--- src/rtl/rv32i_pkg.sv ---
// ---------------------------------------------------------------------------
// rv32i_pkg
// Shared RV32I definitions for the instruction encoder:
//   imm_sel_t  - immediate format selector (I, S, B, U, J; codes 5-7 reserved)
//   OP_*       - base opcode constants
//   NOP_WORD   - canonical NOP (addi x0, x0, 0) used as the error substitute
// ---------------------------------------------------------------------------
package rv32i_pkg;

  typedef enum logic [2:0] {
    IMM_I = 3'd0,
    IMM_S = 3'd1,
    IMM_B = 3'd2,
    IMM_U = 3'd3,
    IMM_J = 3'd4
  } imm_sel_t;

  localparam logic [6:0] OP_LOAD   = 7'h03;
  localparam logic [6:0] OP_STORE  = 7'h23;
  localparam logic [6:0] OP_BRANCH = 7'h63;
  localparam logic [6:0] OP_OP_IMM = 7'h13;
  localparam logic [6:0] OP_LUI    = 7'h37;
  localparam logic [6:0] OP_AUIPC  = 7'h17;
  localparam logic [6:0] OP_JAL    = 7'h6F;
  localparam logic [6:0] OP_JALR   = 7'h67;

  localparam logic [31:0] NOP_WORD = 32'h0000_0013;

endpackage

--- src/rtl/imm_pack.sv ---
// ---------------------------------------------------------------------------
// imm_pack
// Combinational inverse of ImmGen: places the immediate and register fields
// into their bit positions for the selected format and flags immediates that
// the format cannot represent.
// Ports:
//   imm_sel  in  3   format selector (imm_sel_t encoding, 5-7 reserved)
//   opcode   in  7   opcode field
//   funct3   in  3   funct3 field
//   rd/rs1/rs2 in 5  register fields (unused ones ignored per format)
//   imm      in  32  signed immediate
//   instr    out 32  packed word (raw; NOP substitution happens downstream)
//   err      out 1   immediate out of range / misaligned / reserved format
// ---------------------------------------------------------------------------
module imm_pack
  import rv32i_pkg::*;
(
  input  logic [2:0]  imm_sel,
  input  logic [6:0]  opcode,
  input  logic [2:0]  funct3,
  input  logic [4:0]  rd,
  input  logic [4:0]  rs1,
  input  logic [4:0]  rs2,
  input  logic [31:0] imm,
  output logic [31:0] instr,
  output logic        err
);

  // A value fits an N-bit signed field when all bits from N-1 upward agree.
  logic fits12;
  logic fits13;
  logic fits21;

  assign fits12 = (&imm[31:11]) | ~(|imm[31:11]);
  assign fits13 = (&imm[31:12]) | ~(|imm[31:12]);
  assign fits21 = (&imm[31:20]) | ~(|imm[31:20]);

  always_comb begin
    instr = '0;
    err   = 1'b0;
    case (imm_sel_t'(imm_sel))
      IMM_I: begin
        instr = {imm[11:0], rs1, funct3, rd, opcode};
        err   = !fits12;
      end
      IMM_S: begin
        instr = {imm[11:5], rs2, rs1, funct3, imm[4:0], opcode};
        err   = !fits12;
      end
      IMM_B: begin
        // Even offsets only, so the 13-bit range tops out at 4094.
        instr = {imm[12], imm[10:5], rs2, rs1, funct3, imm[4:1], imm[11], opcode};
        err   = !fits13 || imm[0];
      end
      IMM_U: begin
        instr = {imm[31:12], rd, opcode};
        err   = |imm[11:0];
      end
      IMM_J: begin
        instr = {imm[20], imm[10:1], imm[11], imm[19:12], rd, opcode};
        err   = !fits21 || imm[0];
      end
      default: begin
        err = 1'b1;
      end
    endcase
  end

endmodule

--- src/rtl/instr_encoder.sv ---
// ---------------------------------------------------------------------------
// instr_encoder
// Two-stage valid/ready pipeline around imm_pack. Stage 1 captures the
// request (fields already placed by imm_pack) together with its range-check
// verdict; stage 2 holds the delivered word, substituting a NOP for errored
// requests. Both stages advance together whenever the output is free or being
// taken, so a full pipe streams one word per cycle.
// Ports:
//   clk, rst           clock (rising edge), asynchronous active-high reset
//   in_valid/in_ready  request handshake (in_ready = advance, low in reset)
//   imm_sel, in_opcode, in_funct3, in_rd, in_rs1, in_rs2, in_imm  request
//   out_valid/out_ready  result handshake
//   out_instr, out_err   encoded word / word is substituted NOP
//   err_count            saturating count of errored words delivered
// ---------------------------------------------------------------------------
module instr_encoder
  import rv32i_pkg::*;
#(
  parameter int ERR_W = 16
) (
  input  logic             clk,
  input  logic             rst,
  input  logic             in_valid,
  output logic             in_ready,
  input  logic [2:0]       imm_sel,
  input  logic [6:0]       in_opcode,
  input  logic [2:0]       in_funct3,
  input  logic [4:0]       in_rd,
  input  logic [4:0]       in_rs1,
  input  logic [4:0]       in_rs2,
  input  logic [31:0]      in_imm,
  output logic             out_valid,
  input  logic             out_ready,
  output logic [31:0]      out_instr,
  output logic             out_err,
  output logic [ERR_W-1:0] err_count
);

  logic        advance;
  logic [31:0] pack_word;
  logic        pack_err;

  logic        s1_valid;
  logic [31:0] s1_word;
  logic        s1_err;

  // Whole pipe moves when the output slot is empty or is being consumed.
  assign advance  = !out_valid || out_ready;
  assign in_ready = advance && !rst;

  imm_pack u_imm_pack (
    .imm_sel (imm_sel),
    .opcode  (in_opcode),
    .funct3  (in_funct3),
    .rd      (in_rd),
    .rs1     (in_rs1),
    .rs2     (in_rs2),
    .imm     (in_imm),
    .instr   (pack_word),
    .err     (pack_err)
  );

  always_ff @(posedge clk or posedge rst) begin
    if (rst) begin
      s1_valid  <= 1'b0;
      s1_word   <= '0;
      s1_err    <= 1'b0;
      out_valid <= 1'b0;
      out_instr <= '0;
      out_err   <= 1'b0;
    end else if (advance) begin
      // Valid bits move independently of the payload, so a bubble in stage 1
      // simply empties stage 2 while the previous word drains.
      s1_valid  <= in_valid;
      out_valid <= s1_valid;
      if (in_valid) begin
        s1_word <= pack_word;
        s1_err  <= pack_err;
      end
      if (s1_valid) begin
        out_instr <= s1_err ? NOP_WORD : s1_word;
        out_err   <= s1_err;
      end
    end
  end

  always_ff @(posedge clk or posedge rst) begin
    if (rst) begin
      err_count <= '0;
    end else if (out_valid && out_ready && out_err && !(&err_count)) begin
      err_count <= err_count + ERR_W'(1);
    end
  end

endmodule

--- config.mk ---
export PLATFORM = sky130hd
export DESIGN_NAME = instr_encoder
export DESIGN_NICKNAME = d
export VERILOG_FILES = /design/src/rtl/rv32i_pkg.sv /design/src/rtl/imm_pack.sv /design/src/rtl/instr_encoder.sv
export SDC_FILE = /design/constraint.sdc
export NUM_CORES = 1
export LEC_CHECK = 0
export BUFFER_PORTS_ARGS = -buffer_cell sky130_fd_sc_hd__buf_2
export CAP_MARGIN = 15
export CORE_AREA = 5 5 104 106
export CTS_BUF_LIST = sky130_fd_sc_hd__clkbuf_16
export DETAILED_ROUTE_END_ITERATION = 10
export DIE_AREA = 0 0 109 111
export HOLD_SLACK_MARGIN = 0.08
export PLACE_DENSITY_LB_ADDON = 0.3
export SLEW_MARGIN = 10
export SYNTH_ARGS = -nofsm -noshare
export SYNTH_HDL_FRONTEND = slang
export SYNTH_SLANG_ARGS = --single-unit
export TNS_END_PERCENT = 30
--- constraint.sdc ---
create_clock -name clk -period 8 [get_ports clk]
set_clock_uncertainty 0.1 [all_clocks]
set_input_delay 0.8 -clock clk [delete_from_list [all_inputs] [get_ports clk]]
set_output_delay 0.8 -clock clk [all_outputs]
set_load 0.02 [all_outputs]
==> metrics.md <==
| Metric | Value |
|---|---|
| Outcome | finished, final reports clean |
| Initial Util | 44.06% |
| CTS Buf Count | 9 |
| Final-report hold violation count | 0 |
| Gate power share | a little under a quarter |
| Fillers | ~930 |
| Kind of critical path | in -> out |
| Initial antenna violation count | 1 |
| First-pass GRT wire length | about 17000 um |
| PortBufs | approximately 110 |
| Cell count after synthesis | ~450 |
| CP Capture Point | in_ready |
| Crit path max fanout | 6 |
| Reg-to-Reg Start | out_valid |
| Reg clk slew, reported paths | ~0.06 ns |
| Worst vdd ir | 0.0001174 V |
| Worst slew margin | around 36% |
| Finished Core Util | 53.32% |
| RSZ-0062 raised after global routing | no |
| CTS root buf | clkbuf_16 |
| Total GRT Usage | roughly 17% |
| Simple-Gate Fraction of Synth Area | 21.50% |
| Avg WL per Cell | roughly 15 um |
| Worst r2r path cells | 4 |
| Chip Width | ~110 um |
| Post-cts resize count | 0 |
| Final setup fails | 0 |
| Postcts setup bufs | 0 |
| CP Data Required Time | 7.10 ns |
| Mapped Nets | 516 |
| Via/cell ratio | ~5.2 |
| Busiest grt layer | met2 |
| Fmax | ~0.42 GHz |
| Total power | ~1.2 mW |
| Met3 Use GR | 4.077% |
| Synth Area in Compound Gates | about a fifth |
| Worst-Skew Late Latency | about 0.32 ns |
| Synth-to-Final Area Change | 21.03% |
| Share of power burned in registers | a little under half |
| Adder-Cell Fraction of Synth Area | less than 1% |
| Fin Setup TNS | 0 ns |
| Largest net degree at the start of global routing | 85 |
| Fin nets | slightly above 600 |
| Setup crit start kind | primary input |
| Sequential fraction of the synthesis area | between 40% and 50% |
| Setup WS post-layout | between 5 and 6 ns |
| Crit. Startpoint | out_ready |
| Sw Ratio | approximately a third |
| H-tree depth | 3 |
| LEAKAGE | roughly 2.4 nW |
| Clk sinks | 84 |
| Routed Antenna Nets | 0 |
| Xor/xnor share of the synthesized area | under 10% |
| Vias in the first global route | 3453 |
| CORE AREA | just under 10000 sq um |
| Longest Clk Path Bufs | 2 |
| DR vias | roughly 3600 |
| Seq cells post-synth | between 80 and 90 |
| Area of the mapped netlist | between 4000 and 5000 sq um |
| Net Switching | between 0.3 and 0.4 mW |
| Met1 GRT Util | roughly a quarter |
| Rows | 36 |
| PD cells | between 200 and 250 nW/um^2 |
| RR Endpoint | s1_word[2] |
| Max-slew violation count | 0 |
| Hold Path Class | reg -> reg |
| Commonest cells after routing, fill and taps aside | buf_2, dfrtp_1, nand2_1, o21ai_0, nand2b_1 |
| Warnings from Yosys | 0 |
| WP data arrival | 1.49 ns |
| GR Layer Usage met2 | 26.41% |
| Syn avg cell area | between 9 and 10 sq um |
| CTS tree | yes |
| Largest family of logic cells by synthesized area | simple AND/OR/NAND/NOR gates |
| Share of layout cells above drive strength 1 | 26.99% |
| DRT Wirelength | between 10000 and 15000 um |
| Die area | between 10000 and 15000 sq um |
| Power share of the clock group | between 30% and 40% |
| Max-cap viol count | 0 |
| Final Critical Period | 2.389 ns |
| Unique masters post-synth | 48 |
| Share of synthesized area spent on multiplexers | approximately 3.4% |
| Commonest non-fill, non-tap cell in the layout | buf_2 |
| TritonRoute pass-1 iters | 4 |
| IO Pins | 115 |
| Drc violations | 0 |
| GR Overflow Total | 0 |
| Register-to-Register Setup Slack | slightly below 6 ns |
| GPL Wtd Cong | ~0.90 |
| Placed wire-length estimate | 7556 um |
| Pre-CTS WS | between 5 and 6 ns |
| Crit share post-route | between 20% and 30% |
| Crit path capture type | output port |
| Final antenna diode count | 0 |
| DRT iter0 DRCs | approximately 240 |
| Slew @ Worst Pin | between 0.9 and 1 ns |
| P_int | roughly 0.81 mW |
| Height of the chip | about 110 um |
| Hold-fix buffers at CTS | 0 |
## through the flow
step | std cells | hold WS [ns] | area (sq um)
global placement | 668 | 0.3602 | 4875
finish | 685 | 0.3744 | 5164
global route | 685 | 0.3953 | 5164
floorplan | 451 | 0.3365 | 4267
detailed placement | 668 | 0.3679 | 4875
CTS | 684 | 0.3814 | 5136
## per-layer routing
layer  vias up  wire (um)
met1      1660       4660
met3        11        649
met5         -         13
met2       114       4795
li1       1794          -
met4         2        127
## flip-flops by register name (all words and copies together) (netlist names)
name       cells
err_count     16
out_err        1
out_instr     32
out_valid      1
s1_err         1
s1_valid       1
s1_word       32
## worst max-delay path, cell delays in order
cell and delay (ns):
buf_2 0.10, nand2b_1 0.23, and2_1 0.20, buf_2 0.15
## Yosys cell counts, drive strengths merged
cell type  instances  area [sq um]
a21o               1         7.510
inv                3         11.26
and2b              1         7.510
and2               2         12.51
and4               4         42.54
nand4             10         77.57
clkbuf            16         60.06
a22o               8         70.07
a211oi             3         35.03
ha                 1         12.51
o211ai             3         22.52
a21oi             30         157.7
nor4               6         37.54
xor2               2         17.52
nand2             64         242.7
o22a               8         70.07
a22oi             15         112.6
buf               15         82.58
or3                1         6.260
nor2              14         52.55
or4                1         7.510
a311oi             1         8.760
nor2b             20         125.1
mux2i              2         20.02
a31oi              4         25.02
xnor2             13         113.9
nand2b            31         193.9
dfrtp             84          2102
o21ai             58         290.3
mux2              11         123.9
nand3              9         50.05
and3               4         31.28
nor3               5         30.03
o22ai              1         6.260
## power groups by stage
stage | Combinational [mW] | Sequential [mW] | Clock (mW)
global placement | 0.274 | 0.551 | 0
global route | 0.307 | 0.556 | 0.386
CTS | 0.281 | 0.547 | 0.367
detailed placement | 0.280 | 0.554 | 0
finish | 0.279 | 0.546 | 0.358
floorplan | 0.141 | 0.590 | 0
## how the worst min path moves through the flow
stage / cells after the start / start / end
final: 2 / out_instr[5] / out_instr[5]
after global routing: 2 / out_instr[5] / out_instr[5]
after CTS: 2 / out_instr[26] / out_instr[26]
after detailed placement: 2 / out_instr[26] / out_instr[26]
after global placement: 2 / out_instr[2] / out_instr[2]
after floorplan: 2 / s1_valid / out_valid
## logic make-up (layout without fill, tap and decap cells)
group                    Yosys count  count (layout)
AO/OA/AOI/OAI                    132             132
XOR/XNOR                          15              15
adder cells (fa/ha/maj)            1               1
buffers and inverters             34             135
flip-flops                        84              84
multiplexers                      13              13
AND/OR/NAND/NOR                  172             172
## final cells by class
type                    count  area [sq um]  share of cell area [%]
clock buffers               9         225.2                   4.362
clock inverters             7         36.28                  0.7027
inverters                   3         12.51                  0.2423
multi-input cells         333          2016                   39.04
flip-flops and latches     84          2102                   40.71
well taps                 133         166.4                   3.223
repair buffers            116         605.6                   11.73
Power figures use the tool's default switching activity.
